==> src/rtl/lstm_pkg.sv <==
// lstm_pkg
// Shared definitions for the LSTM datapath blocks (address generators,
// fetch stages, gate MAC).
//   lstm_state_e    : sequencing state encoding (IDLE / FETCH / DRAIN)
//   LSTM_ADDR_WIDTH : default hidden-state RAM address width
//   LSTM_DATA_WIDTH : default hidden-state word width (fixed-point)
package lstm_pkg;

    localparam int LSTM_ADDR_WIDTH = 12;
    localparam int LSTM_DATA_WIDTH = 16;

    typedef enum logic [1:0] {
        ST_IDLE  = 2'd0,
        ST_FETCH = 2'd1,
        ST_DRAIN = 2'd2
    } lstm_state_e;

endpackage

==> src/rtl/lstm_sync_fifo.sv <==
// lstm_sync_fifo
// Single-clock show-ahead FIFO. The head entry is presented on rdata
// whenever empty is low; pop advances past it. Push and pop may occur in
// the same cycle at any fill level. There is no bypass: a word pushed into
// an empty FIFO becomes visible the following cycle.
//   clk   : clock, rising edge
//   rst   : asynchronous active-low reset (flushes the FIFO)
//   push  : write wdata at the tail
//   wdata : write data
//   pop   : discard the head entry (ignored while empty)
//   rdata : head entry
//   empty : no entries stored
//   count : number of stored entries
module lstm_sync_fifo #(
    parameter int WIDTH = 17,
    parameter int DEPTH = 4
) (
    input  logic                       clk,
    input  logic                       rst,
    input  logic                       push,
    input  logic [WIDTH-1:0]           wdata,
    input  logic                       pop,
    output logic [WIDTH-1:0]           rdata,
    output logic                       empty,
    output logic [$clog2(DEPTH+1)-1:0] count
);

    localparam int AW    = $clog2(DEPTH);
    localparam int CNT_W = $clog2(DEPTH + 1);

    logic [WIDTH-1:0] mem [DEPTH];
    logic [AW-1:0]    wr_ptr;
    logic [AW-1:0]    rd_ptr;
    logic             pop_eff;
    logic             full;

    assign empty   = (count == '0);
    assign full    = (count == CNT_W'(DEPTH));
    assign pop_eff = pop && !empty;
    assign rdata   = mem[rd_ptr];

    // DEPTH is a power of two, so the pointers wrap naturally.
    always_ff @(posedge clk or negedge rst) begin
        if (!rst) begin
            wr_ptr <= '0;
            rd_ptr <= '0;
            count  <= '0;
        end else begin
            if (push)
                wr_ptr <= wr_ptr + 1'b1;
            if (pop_eff)
                rd_ptr <= rd_ptr + 1'b1;
            if (push && !pop_eff)
                count <= count + 1'b1;
            else if (!push && pop_eff)
                count <= count - 1'b1;
        end
    end

    always_ff @(posedge clk) begin
        if (push)
            mem[wr_ptr] <= wdata;
    end

    // The upstream credit scheme must never push into a full FIFO.
    no_overflow: assert property (@(posedge clk) disable iff (!rst)
        !(push && full && !pop_eff));

endmodule

==> src/rtl/lstm_h_fetch.sv <==
// lstm_h_fetch
// Fetch stage behind the hidden-state address generator. Each pass enables
// the generator LEN times, turns each address into a synchronous RAM read
// and queues the returned words for the gate MAC on a valid/ready stream.
// Issue is credit-limited (FIFO entries + read in flight) so the output
// buffer cannot overflow under downstream back-pressure.
//   clk          : clock, rising edge
//   rst          : asynchronous active-low reset
//   i_start      : one-cycle pulse, begins a pass (ignored while busy)
//   o_gen_en     : advance the address generator
//   i_addr       : current generator address
//   o_mem_rd_en  : RAM read strobe
//   o_mem_addr   : RAM read address
//   i_mem_rdata  : RAM data, one cycle after the read strobe
//   o_valid      : output word available
//   i_ready      : downstream accepts
//   o_data       : output word
//   o_last       : head word is the LEN-th word of the pass
//   o_busy       : pass in progress
//   o_done       : one-cycle pulse after the last word is accepted
//
// state    | meaning
// ---------+-----------------------------------------------------------
// ST_IDLE  | waiting for i_start
// ST_FETCH | issuing reads until LEN have been issued
// ST_DRAIN | all reads issued; waiting for the last word to be accepted
module lstm_h_fetch
    import lstm_pkg::*;
#(
    parameter int ADDR_WIDTH = LSTM_ADDR_WIDTH,
    parameter int DATA_WIDTH = LSTM_DATA_WIDTH,
    parameter int LEN        = 372,
    parameter int FIFO_DEPTH = 4
) (
    input  logic                  clk,
    input  logic                  rst,
    input  logic                  i_start,
    output logic                  o_gen_en,
    input  logic [ADDR_WIDTH-1:0] i_addr,
    output logic                  o_mem_rd_en,
    output logic [ADDR_WIDTH-1:0] o_mem_addr,
    input  logic [DATA_WIDTH-1:0] i_mem_rdata,
    output logic                  o_valid,
    input  logic                  i_ready,
    output logic [DATA_WIDTH-1:0] o_data,
    output logic                  o_last,
    output logic                  o_busy,
    output logic                  o_done
);

    localparam int CW  = $clog2(LEN + 1);
    localparam int FCW = $clog2(FIFO_DEPTH + 1);
    localparam logic [CW-1:0] LEN_C = CW'(LEN);

    lstm_state_e     state;
    logic [CW-1:0]   issued;
    logic [CW-1:0]   delivered;
    logic            inflight;
    logic            issue;
    logic [FCW-1:0]  fifo_count;
    logic [FCW:0]    occupancy;
    logic            fifo_empty;
    logic [DATA_WIDTH:0] fifo_head;
    logic            push_last;
    logic            handshake;

    // Credit: a read in flight has already claimed a FIFO slot.
    assign occupancy = {1'b0, fifo_count} + {{FCW{1'b0}}, inflight};
    assign issue     = (state == ST_FETCH) && (issued < LEN_C)
                    && (occupancy < (FCW+1)'(FIFO_DEPTH));

    assign o_gen_en    = issue;
    assign o_mem_rd_en = issue;
    assign o_mem_addr  = i_addr;

    // delivered counts words entering the FIFO; the LEN-th one is tagged.
    assign push_last = (delivered == LEN_C - 1'b1);

    assign o_valid   = !fifo_empty;
    assign o_data    = fifo_empty ? '0 : fifo_head[DATA_WIDTH-1:0];
    assign o_last    = !fifo_empty && fifo_head[DATA_WIDTH];
    assign o_busy    = (state != ST_IDLE);
    assign handshake = o_valid && i_ready;

    always_ff @(posedge clk or negedge rst) begin
        if (!rst) begin
            state     <= ST_IDLE;
            issued    <= '0;
            delivered <= '0;
            inflight  <= 1'b0;
            o_done    <= 1'b0;
        end else begin
            inflight <= issue;
            o_done   <= 1'b0;
            if (issue)
                issued <= issued + 1'b1;
            if (inflight)
                delivered <= delivered + 1'b1;
            case (state)
                ST_IDLE: begin
                    if (i_start) begin
                        state     <= ST_FETCH;
                        issued    <= '0;
                        delivered <= '0;
                    end
                end
                ST_FETCH: begin
                    if (issued == LEN_C)
                        state <= ST_DRAIN;
                end
                ST_DRAIN: begin
                    if (handshake && o_last) begin
                        state  <= ST_IDLE;
                        o_done <= 1'b1;
                    end
                end
                default: state <= ST_IDLE;
            endcase
        end
    end

    lstm_sync_fifo #(
        .WIDTH (DATA_WIDTH + 1),
        .DEPTH (FIFO_DEPTH)
    ) u_fifo (
        .clk   (clk),
        .rst   (rst),
        .push  (inflight),
        .wdata ({push_last, i_mem_rdata}),
        .pop   (handshake),
        .rdata (fifo_head),
        .empty (fifo_empty),
        .count (fifo_count)
    );

endmodule
==> config.mk <==
export PLATFORM = sky130hd
export DESIGN_NAME = lstm_h_fetch
export DESIGN_NICKNAME = d
export VERILOG_FILES = /design/src/rtl/lstm_pkg.sv /design/src/rtl/lstm_sync_fifo.sv /design/src/rtl/lstm_h_fetch.sv
export SDC_FILE = /design/constraint.sdc
export NUM_CORES = 1
export LEC_CHECK = 0
export ABC_AREA = 1
export CAP_MARGIN = 30
export CORE_MARGIN = 2
export CORE_UTILIZATION = 40
export CTS_BUF_LIST = sky130_fd_sc_hd__clkbuf_4
export CTS_CLUSTER_SIZE = 28
export DETAILED_ROUTE_END_ITERATION = 10
export MAX_ROUTING_LAYER = met4
export PLACE_DENSITY = 0.6
export SLEW_MARGIN = 10
export SYNTH_ARGS = -nofsm -noshare
export SYNTH_HDL_FRONTEND = slang
export SYNTH_SLANG_ARGS = --single-unit
==> constraint.sdc <==
create_clock -name clk -period 2.8 [get_ports clk]
set_input_delay 0.56 -clock clk [delete_from_list [all_inputs] [get_ports clk]]
set_output_delay 0.56 -clock clk [all_outputs]
set_load 0.03 [all_outputs]
==> implementation parameters <==
Parameter                              Value

Worst setup path
  Crit Path Class    reg2out
  Worst path arrival time    2.07 ns
  Endpoint of the most critical register-to-register path    u_fifo.count[2]
  Endpoint kind of the worst setup timing path    output port
  Top fanout value on the critical path    6
  Reg2reg setup slack    0.76 ns
  Highest cell delay on the worst timing path    about 0.69 ns
  Capturing instance or port of the critical path    o_gen_en
  Critical-path top delay cell    sky130_fd_sc_hd__clkdlybuf4s50_1
  Data required time at the worst endpoint    2.24 ns
  Critical path startpoint category    flop
  Launch point of the critical path    issued[2]
  CP Cell Sequence    o21a_1, nand2_2, nand3_2, nor2_2, clkdlybuf4s50_1
  Beginning of the worst register-to-register path    u_fifo.count[1]
  Logic depth of the worst register-to-register path    10

STA
  Upper clock frequency limit    380 MHz
  Final slew viol count    0
  Hold Violations, Final    0
  Post-layout minimum cycle time    between 2 and 3 ns
  Setup violation total in the final timing report    0
  Final setup slack of the worst path    about 0.17 ns
  Max-slew headroom    44.6%
  Portion of the clock cycle consumed by the worst path in the final layout    a little over nine tenths
  Slew of the pin with the lowest slew margin    0.831 ns
  Setup repair after global routing missed its margin    no
  Worst clock skew    roughly 0.015 ns

Finish
  Signed area change from the synthesized netlist to the final layout    16.4%
  N_diodes    0
  Post-layout nets    roughly 500
  Finished Core Util    a little under half
  Final cell area excluding filler cells    ~0.0050 mm^2
  Share of final-layout standard cells stronger than drive strength 1    a little under an eighth

Clocking
  Clock-pin slew on the worst setup and hold paths    roughly 0.14 ns
  Total CTS buffers    9
  Clock tree from TritonCTS    done
  Num Clock Sinks    97
  Root buffer selected by CTS    sky130_fd_sc_hd__clkbuf_4
  Clock latency at the later pin of the worst-skew pair    0.43 ns
  Buffer depth of the longest clock path    2
  Total number of H-tree levels    3

Pwr
  Pwr/cell area    between 1000 and 1500 mW/mm^2
  Proportion of power drawn by combinational gates    a little under half
  Share of total power in sequential cells    roughly 40%
  Net switching share of the total power    a little over 40%
  Maximum vdd ir drop    approximately 420 uV
  Internal Power    about 3.2 mW
  Leakage    approximately 2.1 nW
  Net load switching power    between 2 and 2.5 mW
  Clock Power Share    around 15%

Floorplan
  Number of top-level design ports    66
  Die Footprint    between 0.01 and 0.015 mm^2
  Horizontal extent of the die    roughly 110 um
  Die Y-Extent    about 110 um
  Starting density of the core    between 40% and 50%
  Core Area    0.0107 mm^2
  Number of rows in the core area    38

Drt
  Number of remaining DRC errors    0
  Detailed-route wire length    approximately 8.4 mm
  Vias after detailed routing    2888
  First drt pass iteration count    6
  Starting DRC count in detailed routing    164
  Drt via density    roughly 4.9
  DRT antenna net count    0
  Routed len/inst    ~14 um

Synthesis
  Synth Area per Inst    approximately 11 um^2
  Yosys warning count    0
  Synth Net Count    450
  Yosys cell types    34
  Synthesized flop and latch total    97
  Cells after Synth    a little over 400
  Sequential area share after synthesis    63.8%
  Post-Synthesis Cell Area    0.00434 mm^2

GRT
  GRT Resource Usage Total    16.1%
  Pin count of the biggest net entering global routing    30
  Antenna violations before repair    0
  Leftover overflow at the end of global routing    0
  Global-route wire length before repair    roughly 14 mm
  Vias in the first global route    between 2000 and 3000

Placement
  Count of port buffers added during placement    slightly above 40
  Global placer's final weighted congestion    0.786
  Dpl hpwl    5.64 mm
  Placed instance area    0.00483 mm^2
  Worst slack after detailed placement    between 0.3 and 0.4 ns

Run status
  Outcome    completed

Job
  MaxCap Viol Count    0

Hold path
  Class of the tightest hold or removal check    in2async
sequential cells by signal, summed over array words and instances (netlist names):
signal         count
u_fifo.mem        68
u_fifo.wr_ptr      2
o_done             1
inflight           1
delivered          9
issued             9
state              2
u_fifo.count       3
u_fifo.rd_ptr      2
power groups by stage:
stage | combinational [mW] | sequential, mW | clock (mW)
final | 2.50 | 2.14 | 0.818
after global placement | 2.52 | 2.15 | 0
after global routing | 2.78 | 2.18 | 0.910
after floorplan | 1.74 | 2.11 | 0
after detailed placement | 2.57 | 2.17 | 0
after CTS | 2.58 | 2.14 | 0.845
synthesized netlist by cell type, drive strengths merged:
| library cell | number | area (um^2) |
|---|---|---|
| nor4 | 2 | 12.5 |
| nand4 | 4 | 25.0 |
| nor3b | 1 | 7.51 |
| a21boi | 1 | 7.51 |
| mux2 | 1 | 11.3 |
| a31oi | 2 | 12.5 |
| nor2 | 99 | 399 |
| ha | 8 | 100 |
| edfxtp | 68 | 2040 |
| inv | 33 | 124 |
| clkbuf | 4 | 15.0 |
| a211oi | 1 | 7.51 |
| fa | 1 | 20.0 |
| xnor2 | 1 | 8.76 |
| o21ai | 40 | 200 |
| nand3 | 10 | 60.1 |
| xor2 | 6 | 52.6 |
| a21oi | 27 | 143 |
| o21a | 1 | 7.51 |
| o31ai | 1 | 7.51 |
| buf | 23 | 154 |
| nand2 | 44 | 173 |
| dfrtp | 29 | 726 |
| nor3 | 2 | 21.3 |
through the flow:
| stage | power, mW | cells | hold slack [ns] | setup TNS, ns |
|---|---|---|---|---|
| global placement | 4.66 | 574 | 0.487 | 0 |
| detailed placement | 4.74 | 574 | 0.491 | 0 |
| global route | 5.88 | 592 | 0.500 | 0 |
| floorplan | 3.85 | 409 | 0.264 | 0 |
| finish | 5.46 | 592 | 0.490 | 0 |
| CTS | 5.56 | 592 | 0.481 | -0.0574 |
cells in the final DEF, fill, tap and decap left out, drive strengths merged:
master | netlist | final
o21a | 1 | 1
clkinvlp | 0 | 1
a211oi | 1 | 1
dlygate4sd2 | 0 | 4
nor3b | 1 | 1
buf | 23 | 15
edfxtp | 68 | 68
nand2 | 44 | 44
a31oi | 2 | 2
a21boi | 1 | 1
clkbuf | 4 | 10
dfrtp | 29 | 29
nor2 | 99 | 99
ha | 8 | 8
mux2 | 1 | 1
nor4 | 2 | 2
xor2 | 6 | 6
o21ai | 40 | 40
nand4 | 4 | 4
dlymetal6s2s | 0 | 11
inv | 33 | 34
a21oi | 27 | 27
nand3 | 10 | 10
fa | 1 | 1
nor3 | 2 | 2
clkinv | 0 | 2
clkdlybuf4s50 | 0 | 24
bufinv | 0 | 2
o31ai | 1 | 1
xnor2 | 1 | 1
worst min-delay path by stage:
| stage | cells past startpoint | to | slack (ns) | startpoint |
|---|---|---|---|---|
| 5_1_grt | 2 | issued[8] | 0.50 | rst |
| 2_1_floorplan | 0 | delivered[0] | 0.26 | rst |
| 6_report | 2 | issued[8] | 0.49 | rst |
| 4_1_cts | 2 | issued[8] | 0.48 | rst |
| 3_3_place_gp | 1 | delivered[3] | 0.49 | delivered[3] |
| 3_5_place_dp | 1 | delivered[3] | 0.49 | delivered[3] |
repair_timing:
item	4_1_cts	5_1_grt
pin swaps	1	0
hold buffers	0	0
gates resized for setup	6	13
endpoints found under the setup margin	13	12
setup buffers	3	0
critical path: cells and delay by family, from the launching register on:
kind	cells	cell delay, ns
buffers and inverters	1	0.69
flip-flops	1	0.47
AND/OR/NAND/NOR	3	0.27
AO/OA/AOI/OAI	1	0.22
layout make-up:
cell class              instances  area, um^2
clock inverters                 6        92.6
inverters                      33         126
fillers                      1015        5650
flip-flops and latches         97        2770
repair buffers                 55         543
multi-input cells             252        1280
clock buffers                   9        67.6
well taps                     140         175
kinds of logic (layout without fill, tap and decap cells):
family,Yosys count,in the layout,synth area share [%]
AND/OR/NAND/NOR,162,162,16.1
flip-flops,97,97,63.8
AO/OA/AOI/OAI,73,73,8.89
buffers and inverters,60,103,6.75
adder cells (fa/ha/maj),9,9,2.77
XOR/XNOR,7,7,1.41
multiplexers,1,1,0.260
per-layer routing:
layer,track usage (%),up-vias,routed length (um)
met5,-,-,0
met4,4.85,0,83
met3,3.68,7,295
met2,26.9,56,4170
met1,19.5,1393,3890
li1,-,1432,-
(Power assumes the default switching activity.)
